**config.mk**
```make
export PLATFORM = sky130hd
export DESIGN_NAME = fxp_to_float
export DESIGN_NICKNAME = d
export VERILOG_FILES = /design/src/rtl/invsqrt_pkg.sv /design/src/rtl/fxp_normalizer.sv /design/src/rtl/fxp_to_float.sv
export SDC_FILE = /design/constraint.sdc
export NUM_CORES = 1
export LEC_CHECK = 0
export CAP_MARGIN = 20
export CORE_UTILIZATION = 34
export CTS_CLUSTER_DIAMETER = 100
export DETAILED_ROUTE_END_ITERATION = 16
export PLACE_DENSITY = 0.66
export SYNTH_ARGS = -nofsm -noshare
export SYNTH_HDL_FRONTEND = slang
export SYNTH_SLANG_ARGS = --single-unit
export TNS_END_PERCENT = 5
```
**constraint.sdc**
```tcl
create_clock -name clk -period 4.4 [get_ports clk]
set_input_delay 0.88 -clock clk [delete_from_list [all_inputs] [get_ports clk]]
set_output_delay 0.88 -clock clk [all_outputs]
set_load 0.005 [all_outputs]
```
**src/rtl/invsqrt_pkg.sv**
```systemverilog
`default_nettype none
// ============================================================================
//  Module      : invsqrt_pkg
//  Description : Shared constants for the inverse-square-root pipeline
//                (float formats, fixed-point format, conversion FSM
//                state encoding used by the float/fixed converters).
//  Revision    : 1.0  initial release
// ============================================================================
package invsqrt_pkg;

    localparam int FLOAT_BIAS    = 127;
    localparam int FXP_FRAC_BITS = 16;
    localparam int FLOAT_EXP_W   = 8;
    localparam int FLOAT_MANT_W  = 23;

    // Conversion-stage FSM encoding
    localparam int        ST_W    = 2;
    localparam logic [1:0] ST_IDLE = 2'd0;
    localparam logic [1:0] ST_NORM = 2'd1;
    localparam logic [1:0] ST_PACK = 2'd2;

endpackage
`default_nettype wire

```
**src/rtl/fxp_normalizer.sv**
```systemverilog
`default_nettype none
// ============================================================================
//  Module      : fxp_normalizer
//  Description : Serial normaliser. Holds the working register, shifts it
//                left by one bit per enabled cycle and counts the shifts.
//  Ports       : clk, rst      - clock, async active-high reset
//                i_load        - load i_load_val and clear the count
//                i_load_val    - operand to normalise
//                i_shift       - shift left one bit, increment count
//                o_value       - working register
//                o_count       - number of shifts performed
//                o_zero        - working register is zero
//                o_msb         - bit 31 of the working register
//  Revision    : 1.0  initial release
// ============================================================================
module fxp_normalizer (
    input  logic        clk,
    input  logic        rst,
    input  logic        i_load,
    input  logic [31:0] i_load_val,
    input  logic        i_shift,
    output logic [31:0] o_value,
    output logic [4:0]  o_count,
    output logic        o_zero,
    output logic        o_msb
);

    logic [31:0] r_work;
    logic [4:0]  r_count;

    // Load has priority so a new request always restarts normalisation.
    always_ff @(posedge clk or posedge rst) begin
        if (rst) begin
            r_work  <= 32'd0;
            r_count <= 5'd0;
        end else if (i_load) begin
            r_work  <= i_load_val;
            r_count <= 5'd0;
        end else if (i_shift) begin
            r_work  <= {r_work[30:0], 1'b0};
            r_count <= r_count + 5'd1;
        end
    end

    assign o_value = r_work;
    assign o_count = r_count;
    assign o_zero  = (r_work == 32'd0);
    assign o_msb   = r_work[31];

endmodule
`default_nettype wire

```
**src/rtl/fxp_to_float.sv**
```systemverilog
`default_nettype none
// ============================================================================
//  Module      : fxp_to_float
//  Description : Unsigned fixed-point (Q16.16 by default) to IEEE-754
//                single-precision converter with serial normalisation
//                (one left shift per clock) and start/ready handshake.
//                Define FXP_TO_FLOAT_ROUND_EN for round-to-nearest-even;
//                otherwise the mantissa is truncated.
//  Ports       : clk, rst   - clock, async active-high reset
//                start      - request, samples fxp_in; aborts any conversion
//                fxp_in     - unsigned fixed-point operand
//                float_out  - single-precision result (held)
//                ready      - float_out valid, cleared by next start
//  Revision    : 1.0  initial release
// ============================================================================
module fxp_to_float
    import invsqrt_pkg::*;
#(
    parameter int FRAC_BITS = FXP_FRAC_BITS
) (
    input  logic        clk,
    input  logic        rst,
    input  logic        start,
    input  logic [31:0] fxp_in,
    output logic [31:0] float_out,
    output logic        ready
);

    // Exponent of a value whose leading one sits at bit 31.
    localparam logic [FLOAT_EXP_W-1:0] c_EXP_OFFSET =
        FLOAT_EXP_W'(FLOAT_BIAS + 31 - FRAC_BITS);

    logic [ST_W-1:0]         r_state;
    logic [ST_W-1:0]         w_next;
    logic                    w_shift;
    logic                    w_pack;

    logic [31:0]             w_norm;
    logic [4:0]              w_n;
    logic                    w_zero;
    logic                    w_msb;

    logic [FLOAT_EXP_W-1:0]  w_exp_base;
    logic [FLOAT_EXP_W-1:0]  w_exp;
    logic [FLOAT_MANT_W-1:0] w_mant;
    logic [31:0]             w_result;

    logic [31:0]             r_float;
    logic                    r_ready;

    fxp_normalizer u_norm (
        .clk        (clk),
        .rst        (rst),
        .i_load     (start),
        .i_load_val (fxp_in),
        .i_shift    (w_shift),
        .o_value    (w_norm),
        .o_count    (w_n),
        .o_zero     (w_zero),
        .o_msb      (w_msb)
    );

    // ------------------------------------------------------------------
    // FSM: state register
    // ------------------------------------------------------------------
    always_ff @(posedge clk or posedge rst) begin
        if (rst) begin
            r_state <= ST_IDLE;
        end else begin
            r_state <= w_next;
        end
    end

    // FSM: next state. start overrides everything and restarts in NORM.
    always_comb begin
        w_next = r_state;
        case (r_state)
            ST_IDLE: w_next = ST_IDLE;
            ST_NORM: if (w_msb || w_zero) w_next = ST_PACK;
            ST_PACK: w_next = ST_IDLE;
            default: w_next = ST_IDLE;
        endcase
        if (start) begin
            w_next = ST_NORM;
        end
    end

    // FSM: outputs. The zero test stops NORM from shifting forever.
    always_comb begin
        w_shift = 1'b0;
        w_pack  = 1'b0;
        if (!start) begin
            w_shift = (r_state == ST_NORM) && !w_msb && !w_zero;
            w_pack  = (r_state == ST_PACK);
        end
    end

    // ------------------------------------------------------------------
    // Rounding and packing
    // ------------------------------------------------------------------
    assign w_exp_base = c_EXP_OFFSET - {3'b000, w_n};

`ifdef FXP_TO_FLOAT_ROUND_EN
    logic                  w_inc;
    logic [FLOAT_MANT_W:0] w_mant_sum;
    logic                  w_unused;

    // Nearest-even: guard bit 7, sticky bits [6:0], lsb bit 8.
    assign w_inc      = w_norm[7] & ((|w_norm[6:0]) | w_norm[8]);
    assign w_mant_sum = {1'b0, w_norm[30:8]} + {{FLOAT_MANT_W{1'b0}}, w_inc};
    // A carry out leaves the mantissa field at zero and bumps the exponent.
    assign w_mant     = w_mant_sum[FLOAT_MANT_W-1:0];
    assign w_exp      = w_exp_base + {{(FLOAT_EXP_W-1){1'b0}}, w_mant_sum[FLOAT_MANT_W]};
    // Bit 31 is the implicit leading one.
    assign w_unused   = w_norm[31];
`else
    logic w_unused;

    assign w_mant   = w_norm[30:8];
    assign w_exp    = w_exp_base;
    // Implicit leading one and the truncated bits carry no information.
    assign w_unused = ^{w_norm[31], w_norm[7:0]};
`endif

    assign w_result = w_zero ? 32'd0 : {1'b0, w_exp, w_mant};

    // ------------------------------------------------------------------
    // Result register: cleared ready on start, written in PACK.
    // ------------------------------------------------------------------
    always_ff @(posedge clk or posedge rst) begin
        if (rst) begin
            r_float <= 32'd0;
            r_ready <= 1'b0;
        end else if (start) begin
            r_ready <= 1'b0;
        end else if (w_pack) begin
            r_float <= w_result;
            r_ready <= 1'b1;
        end
    end

    assign float_out = r_float;
    assign ready     = r_ready;

endmodule
`default_nettype wire

```
Yosys cells after proc, flatten, opt, wreduce, memory -nomap -nowiden
Cells that the tools add are included.
W data, S select, Z words.
{"block": "classes", "n_addsub": 2, "eq_ne": 3, "muxes": 12, "n_bitwise": 1, "n_reduce_logical": 9}
{"operator": "$mux W32", "count": 2}
{"operator": "$logic_not A32 Y1", "count": 1}
{"operator": "$mux W31", "count": 1}
{"operator": "$mux W5", "count": 2}
{"operator": "$sub A8 B5 Y8 const A", "count": 1}
{"operator": "$mux W2", "count": 3}
{"operator": "$add A5 B1 Y5 const B", "count": 1}
{"operator": "$mux W1", "count": 4}
{"operator": "$reduce_bool A2 Y1", "count": 2}
{"operator": "$ne A3 B3 Y1 const B", "count": 1}
{"operator": "$eq A2 B1 Y1 const B", "count": 1}
{"operator": "$eq A2 B2 Y1 const B", "count": 1}
{"operator": "$logic_and A1 B1 Y1", "count": 2}
{"operator": "$logic_not A1 Y1", "count": 2}
{"operator": "$reduce_and A2 Y1", "count": 1}
{"operator": "$logic_or A1 B1 Y1", "count": 1}
{"operator": "$not A1 Y1", "count": 1}
{"block": "word_totals", "reg_bits": 72}

Depth between registers and ports, before layout
Gate-level depths: netlist (run 1).
{"block": "logic_depth", "word_depth": 6, "mapped_depth": 6, "ltp_nobuf": 4}

Modules after synthesis
Synthesis (run 1) repeated with hierarchy kept, for this count alone.
{"block": "unflattened", "hier_cells": 320, "hier_area_um2": 3279.4}
{"module": "fxp_normalizer", "n_inst": 1, "cells_per_inst": 171, "area_each_um2": 1801.7, "seq_area_each_um2": 925.9}
{"module": "fxp_to_float", "n_inst": 1, "cells_per_inst": 149, "area_each_um2": 1477.7, "seq_area_each_um2": 850.8}

Worst setup path after synthesis (run 1)
OpenSTA, ideal clock, no wires.
{"block": "synth_timing", "kind": "input to register", "startpoint": "in start", "endpoint": "reg u_norm.r_count[0] (netlist: u_norm.o_count[0])", "arrival_time_ns": 1.686, "required_time_ns": 4.275, "setup_slack_ns": 2.589, "path_stages": 4, "n_path_buf": 2, "path_cell_list": "clkbuf_1 > clkbuf_1 > nor2_1 > mux2_4"}
{"block": "synth_between", "elab_chain_cells": 2, "word_cells_on_any_way": 3, "cone_classes": "mux (2); reduce/logical (1)"}
{"element": "start, declared", "line_no": "fxp_to_float.sv:23", "source": "input logic start,"}
{"element": "$mux W1", "line_no": "fxp_to_float.sv:92", "source": "if (!start) begin"}
{"element": "$reduce_bool A2 Y1 (no source line)"}
{"element": "end signal, assigned", "line_no": "fxp_normalizer.sv:41", "source": "r_count <= r_count + 5'd1;"}
{"element": "end, declared", "line_no": "fxp_normalizer.sv:29", "source": "logic [4:0] r_count;"}
Parallel ways exist; a longest one is shown, timed or not.
A chain may end at the register's enable or synchronous reset.

Worst setup path after layout (run 1)
{"block": "layout_timing", "startpoint": "reg u_norm.r_work[31] (netlist: u_norm.o_value[31])", "endpoint": "reg u_norm.r_work[13] (netlist: u_norm.o_value[13])"}
{"block": "layout_between", "elab_chain_cells": 5, "word_cells_on_any_way": 7, "cone_classes": "mux (1); reduce/logical (6)"}
{"element": "start, declared", "line_no": "fxp_normalizer.sv:28", "source": "logic [31:0] r_work;"}
{"element": "start signal, assigned", "line_no": "fxp_normalizer.sv:37", "source": "r_work <= i_load_val;"}
{"element": "start signal, assigned", "line_no": "fxp_normalizer.sv:40", "source": "r_work <= {r_work[30:0], 1'b0};"}
{"element": "$logic_not A32 Y1 or $logic_not A1 Y1 (tied branches)", "line_no": "fxp_normalizer.sv:47, fxp_to_float.sv:93"}
{"element": "$logic_not A1 Y1 or $logic_and A1 B1 Y1 (tied branches)", "line_no": "fxp_to_float.sv:93", "source": "w_shift = (r_state == ST_NORM) && !w_msb && !w_zero;"}
{"element": "$logic_and A1 B1 Y1 (*)", "line_no": "fxp_to_float.sv:93"}
{"element": "$mux W1 (*)", "line_no": "fxp_to_float.sv:92"}
{"element": "$reduce_bool A2 Y1 (no source line) (*)"}
Every way passes the cells marked *; elsewhere a longest branch is shown, timed or not.

==> out/results.ini, run 1 <==
[cts]
postCtsSetupRepairBufs = 0
clk_path_buf_depth = 2
cts_buffers = 9
cts-root-buf = clkbuf_8
holdBufCountCts = 0
cts_resized = 0
tritoncts = done
cts_num_sinks = 71
clk_pin_slew_ns = 0.06
clk_latency_ns = 0.34
h-tree-depth = 3

[floorplanning]
dieArea_mm2 = 0.0103
die_height_um = 101
start_util = 0.357
rows = 35
coreArea_mm2 = 0.00937
die_width_um = 101
io_pins = 68

[sta]
holdWs_ns = 0.475
hold_viol = 0
layout_setup_ws_ns = 1.94
finalCritPeriodShare = 0.559
setup_viol = 0
worst_slew_pin_slew_ns = 0.982
finalCriticalPeriod_ns = 2.46
fmax_mhz = 407
tns_ns = 0
final.setup_skew_ns = 0.00459
maxSlewViolCount = 0
slew_headroom = 0.346
rsz0062_at_grt = false

[global_routing]
first_global_vias = 2483
grt_max_degree = 78
antenna_found_initial = 0
grt_util_all_layers = 0.158
grt.overflow.total = 0
grt_pass1_wl_um = 12400

[power]
p_sw_frac = 0.286
p_int_mw = 1.33
power_frac_comb = 0.278
peakVddDrop_mv = 0.136
p_seq_frac = 0.487
power_density_mw_per_mm2 = 439
p_clk_frac = 0.235
p_switching_uw = 533
leakagePower_nw = 1.84

[placement]
io_buffer_count = 66
pre_cts_slack_ns = 1.91
dp.cells = 504
routabilityCongestion = 0.739
dp_hpwl_um = 5080

[detailed_routing]
postRouteAntennaNets = 0
wire_per_inst_um = 14.3
drtIter0Drc = 158
routed_wl_um = 7430
drt_drc_violations_left = 0
avgViaCountPerCell = 4.86
dr.pass1.iters = 4
vias = 2521

[synthesis]
yosysSeqAreaShare = 0.530
yosysWarnings = 0
synth_cells = 330
synth_ff_type = dfrtp_1
avgSynthCellArea_um2 = 10.1
synth_nets = 366
synthDistinctLibCells = 35
synth_seq_cells = 71
synth_edf_count = 0
syn-cell-area_mm2 = 0.00335
async_reset_ff_frac = 1.00

[layout]
drive_above_1_share = 0.110
final_nets = 422
instances_no_fill = 519
area_growth_pct = 26.7
antenna_cells = 0

[worst_setup_path]
crit_fanout = 32
path_class = flip-flop to flip-flop
crit_arrival_ns = 2.67
r2r_slack_ns = 1.94
cp-start-kind = flip-flop
r2r_cells = 5
endpoint_kind = flip-flop
timing.rr.end = u_norm.o_value[13]
crit_required_ns = 4.61
r2r-start = u_norm.o_value[31]

[worst_hold_path]
hold_path_end = float_out[7]
hold_class = flip-flop to flip-flop
hold-path-cell-count = 2
min_from = float_out[7]

[job]
cap_viol_max_count = 0

[outcome]
status = completed

per-layer routing:
metal,vias up,track usage,wire (µm)
met5,-,0,0
met1,1199,0.213,3520
met3,9,0.0338,345
li1,1250,-,-
met2,63,0.250,3460
met4,0,0.0602,102
worst max-delay path, stage by stage (launching register included):
cell	delay, ns
dfrtp_1	0.41
nor3b_2	0.31
inv_1	0.46
a21oi_4	0.62
buf_4	0.41
o21ai_1	0.12
power by group through the flow:
| stage | clock network, mW | logic [mW] | registers (mW) |
|---|---|---|---|
| after floorplan | 0 | 0.226 | 0.908 |
| after global placement | 0 | 0.511 | 0.926 |
| after detailed placement | 0 | 0.524 | 0.921 |
| after CTS | 0.449 | 0.527 | 0.911 |
| after global routing | 0.480 | 0.579 | 0.929 |
| final | 0.437 | 0.518 | 0.908 |
logic make-up (layout without fill, tap and decap cells):
family / Yosys count / in the layout / share of synthesized area
xor+xnor: 3 / 3 / 0.00785
buf+inv: 28 / 88 / 0.0426
compound gates: 78 / 78 / 0.192
mux: 5 / 5 / 0.0176
fa+ha+maj: 1 / 1 / 0.00373
simple gates: 143 / 143 / 0.205
other cells: 1 / 1 / 0.00112
flops: 71 / 71 / 0.530
registers in the layout, indices dropped and copies added, names as in the netlist:
register and count:
float_out 31, r_state 2, ready 1, u_norm.o_count 5, u_norm.o_value 32
area by class of cell:
class	instances	area (µm²)
fillers	941	5130
flip-flops and latches	71	1780
multi-input cells	231	1430
inverters	3	11.3
clock inverters	1	5.00
clock buffers	14	153
repair buffers	70	706
well taps	129	161
per-stage QoR:
step,instance area (µm²),power (mW),utilization
detailed placement,4090,1.44,0.436
floorplan,3350,1.13,-
global route,4240,1.99,0.453
global placement,4060,1.44,0.433
finish,4240,1.86,0.453
CTS,4240,1.89,0.453
how the worst max path moves through the flow:
stage,slack [ns],from,end
global route,1.70,u_norm.o_value[31],u_norm.o_value[13]
floorplan,1.72,rst,float_out[0]
global placement,1.97,r_state[1],u_norm.o_value[14]
finish,1.94,u_norm.o_value[31],u_norm.o_value[13]
CTS,1.91,u_norm.o_value[31],u_norm.o_value[13]
detailed placement,1.91,u_norm.o_value[31],u_norm.o_value[19]
cell usage after synthesis (2+ instances only):
cell       n  area (µm²)
a21oi_1    4        20.0
and2_1     2        12.5
and4_1     2        17.5
buf_2      3        15.0
buf_6      4        45.0
clkbuf_1  16        60.1
dfrtp_1   71        1780
inv_1      3        11.3
mux2_2     3        33.8
nand2_1   84         315
nand2b_1  31         194
nor2_1     5        18.8
nor2b_1    4        25.0
nor4_1     8        50.1
o21ai_0    4        20.0
o21ai_1   12        60.1
o21ai_2   19         166
o2bb2a_1  30         300
o31ai_1    6        45.0
or2b_1     2        15.0
xor2_1     3        26.3
placed cells by master (no fill, tap or decap), drive strengths merged, types with 2 or more instances in the layout:
| cell type | instances |
|---|---|
| mux2 | 4 |
| and4 | 2 |
| nand2b | 31 |
| inv | 3 |
| xor2 | 3 |
| o2bb2a | 30 |
| buf | 5 |
| o21ai | 35 |
| or2b | 2 |
| clkdlybuf4s50 | 65 |
| o31ai | 6 |
| nand2 | 84 |
| nor2b | 4 |
| dfrtp | 71 |
| nor4 | 8 |
| a21oi | 5 |
| nor2 | 5 |
| clkbuf | 14 |
| and2 | 2 |
Power figures use the tool's default switching activity.
==> run 2: changes to the inputs <==
--- a/config.mk
+++ b/config.mk
@@ -9,7 +9,7 @@
 export CORE_UTILIZATION = 34
 export CTS_CLUSTER_DIAMETER = 100
 export DETAILED_ROUTE_END_ITERATION = 16
-export PLACE_DENSITY = 0.66
+export PLACE_DENSITY = 0.68
 export SYNTH_ARGS = -nofsm -noshare
 export SYNTH_HDL_FRONTEND = slang
 export SYNTH_SLANG_ARGS = --single-unit
==> constraint.sdc (replaced) <==
create_clock -name clk -period 2.1 [get_ports clk]
set_input_delay 0.42 -clock clk [delete_from_list [all_inputs] [get_ports clk]]
set_output_delay 0.42 -clock clk [all_outputs]
set_load 0.005 [all_outputs]
==> run 2 against run 1 <==
Compared with the run above: worst setup slack got worse by 1.8 ns; clock power rose by 120%; critical path depth did not move; fmax rose by 27%; combinational power rose by 110%.
==> out/results.ini, run 2 (synthesis results as in run 1) <==
[cts]
clk_pin_slew_ns = 0.08
cts-root-buf = clkbuf_8
clk_path_buf_depth = 2
postCtsSetupRepairBufs = 0
clk_latency_ns = 0.34
cts_num_sinks = 71
h-tree-depth = 3
tritoncts = done
holdBufCountCts = 0
cts_resized = 0
cts_buffers = 9

[detailed_routing]
routed_wl_um = 7810
wire_per_inst_um = 14.9
postRouteAntennaNets = 0
drtIter0Drc = 169
drt_drc_violations_left = 0
vias = 2534
dr.pass1.iters = 4
avgViaCountPerCell = 4.83

[floorplanning]
die_width_um = 101
rows = 35
io_pins = 68
coreArea_mm2 = 0.00937
start_util = 0.357
dieArea_mm2 = 0.0103
die_height_um = 101

[worst_setup_path]
crit_required_ns = 2.32
r2r_slack_ns = 0.16
endpoint_kind = flip-flop
path_class = flip-flop to flip-flop
timing.rr.end = u_norm.o_value[0]
r2r_cells = 5
crit_fanout = 19
cp-start-kind = flip-flop
r2r-start = u_norm.o_value[27]
worstSetupEndpoint = u_norm.o_value[0]
crit_start = u_norm.o_value[27]
crit_arrival_ns = 2.16

[layout]
drive_above_1_share = 0.131
antenna_cells = 0
final_nets = 427
area_growth_pct = 28.7
largest_reg_flops = 32
fill_cells = 907
mostFrequentLayoutCells = nand2_1 (84), dfrtp_1 (71), clkdlybuf4s50_1 (65)
final_common_cell = nand2_1

[sta]
tns_ns = 0
setup_viol = 0
final.setup_skew_ns = 0.0104
maxSlewViolCount = 0
rsz0062_at_grt = false
holdWs_ns = 0.477
finalCritPeriodShare = 0.924
worst_slew_pin_slew_ns = 0.554
hold_viol = 0
fmax_mhz = 515
slew_headroom = 0.630
finalCriticalPeriod_ns = 1.94
layout_setup_ws_ns = 0.159

[placement]
routabilityCongestion = 0.790
pre_cts_slack_ns = 0.183
io_buffer_count = 66
dp_hpwl_um = 5450

[outcome]
status = completed

[global_routing]
grt_util_all_layers = 0.169
grt.overflow.total = 0
grt_max_degree = 72
antenna_found_initial = 0
first_global_vias = 2580
grt_pass1_wl_um = 13300

[power]
leakagePower_nw = 1.88
peakVddDrop_mv = 0.351
power_density_mw_per_mm2 = 916

[worst_hold_path]
hold_class = flip-flop to flip-flop

[job]
cap_viol_max_count = 0

==> run 2: changes by cell type in the layout (fill, tap and decap cells not counted), sizes merged <==
cell	delta
clkinv	+5
clkbuf	-4
buf	+5
clkinvlp	+1
inv	-1
==> run 2: report_power, final <==
part,internal (mW),leakage [nW],total [mW],switching (mW)
Sequential,1.69,0.898,1.89,0.205
Combinational,0.659,0.889,1.11,0.447
Clock,0.425,0.0898,0.950,0.525
Total,2.77,1.88,3.95,1.18
==> run 2: final cells by class <==
| cell class | count | area, µm² | area share |
|---|---|---|---|
| Timing Repair Buffer | 75 | 761 | 0.177 |
| Sequential cell | 71 | 1780 | 0.412 |
| Tap cell | 129 | 161 | 0.0375 |
| Inverter | 3 | 15.0 | 0.00348 |
| Clock inverter | 6 | 37.5 | 0.00871 |
| Multi-Input combinational cell | 231 | 1430 | 0.332 |
| Clock buffer | 10 | 128 | 0.0296 |
==> run 2: how the worst min path moves through the flow <==
stage                  startpoint  depth (start not counted)                end
6_report             float_out[6]                          2       float_out[6]
5_1_grt                     start                          3  u_norm.o_count[4]
4_1_cts             float_out[19]                          2      float_out[19]
3_5_place_dp        float_out[19]                          2      float_out[19]
3_3_place_gp         float_out[1]                          2       float_out[1]
2_1_floorplan  u_norm.o_value[27]                          2      float_out[19]
==> run 2: worst max-delay path, cell delays in order, from the launching register on <==
cell	delay (ns)
dfrtp_1	0.42
nor4_1	0.08
and4_1	0.28
a21oi_4	0.51
buf_4	0.41
o21ai_1	0.11
==> run 2: stage by stage <==
stage	power [mW]	instances	area [µm²]	utilization
3_5_place_dp	3.04	509	4140	0.442
6_report	3.95	525	4310	0.460
4_1_cts	4.01	525	4310	0.460
2_1_floorplan	2.37	330	3350	-
5_1_grt	4.23	525	4310	0.460
3_3_place_gp	3.01	509	4140	0.442
==> run 2: routing by layer <==
layer  GRT usage  wire (µm)
met5           0          0
met4      0.0502         88
met3      0.0331        326
met2       0.263       3600
met1       0.238       3800
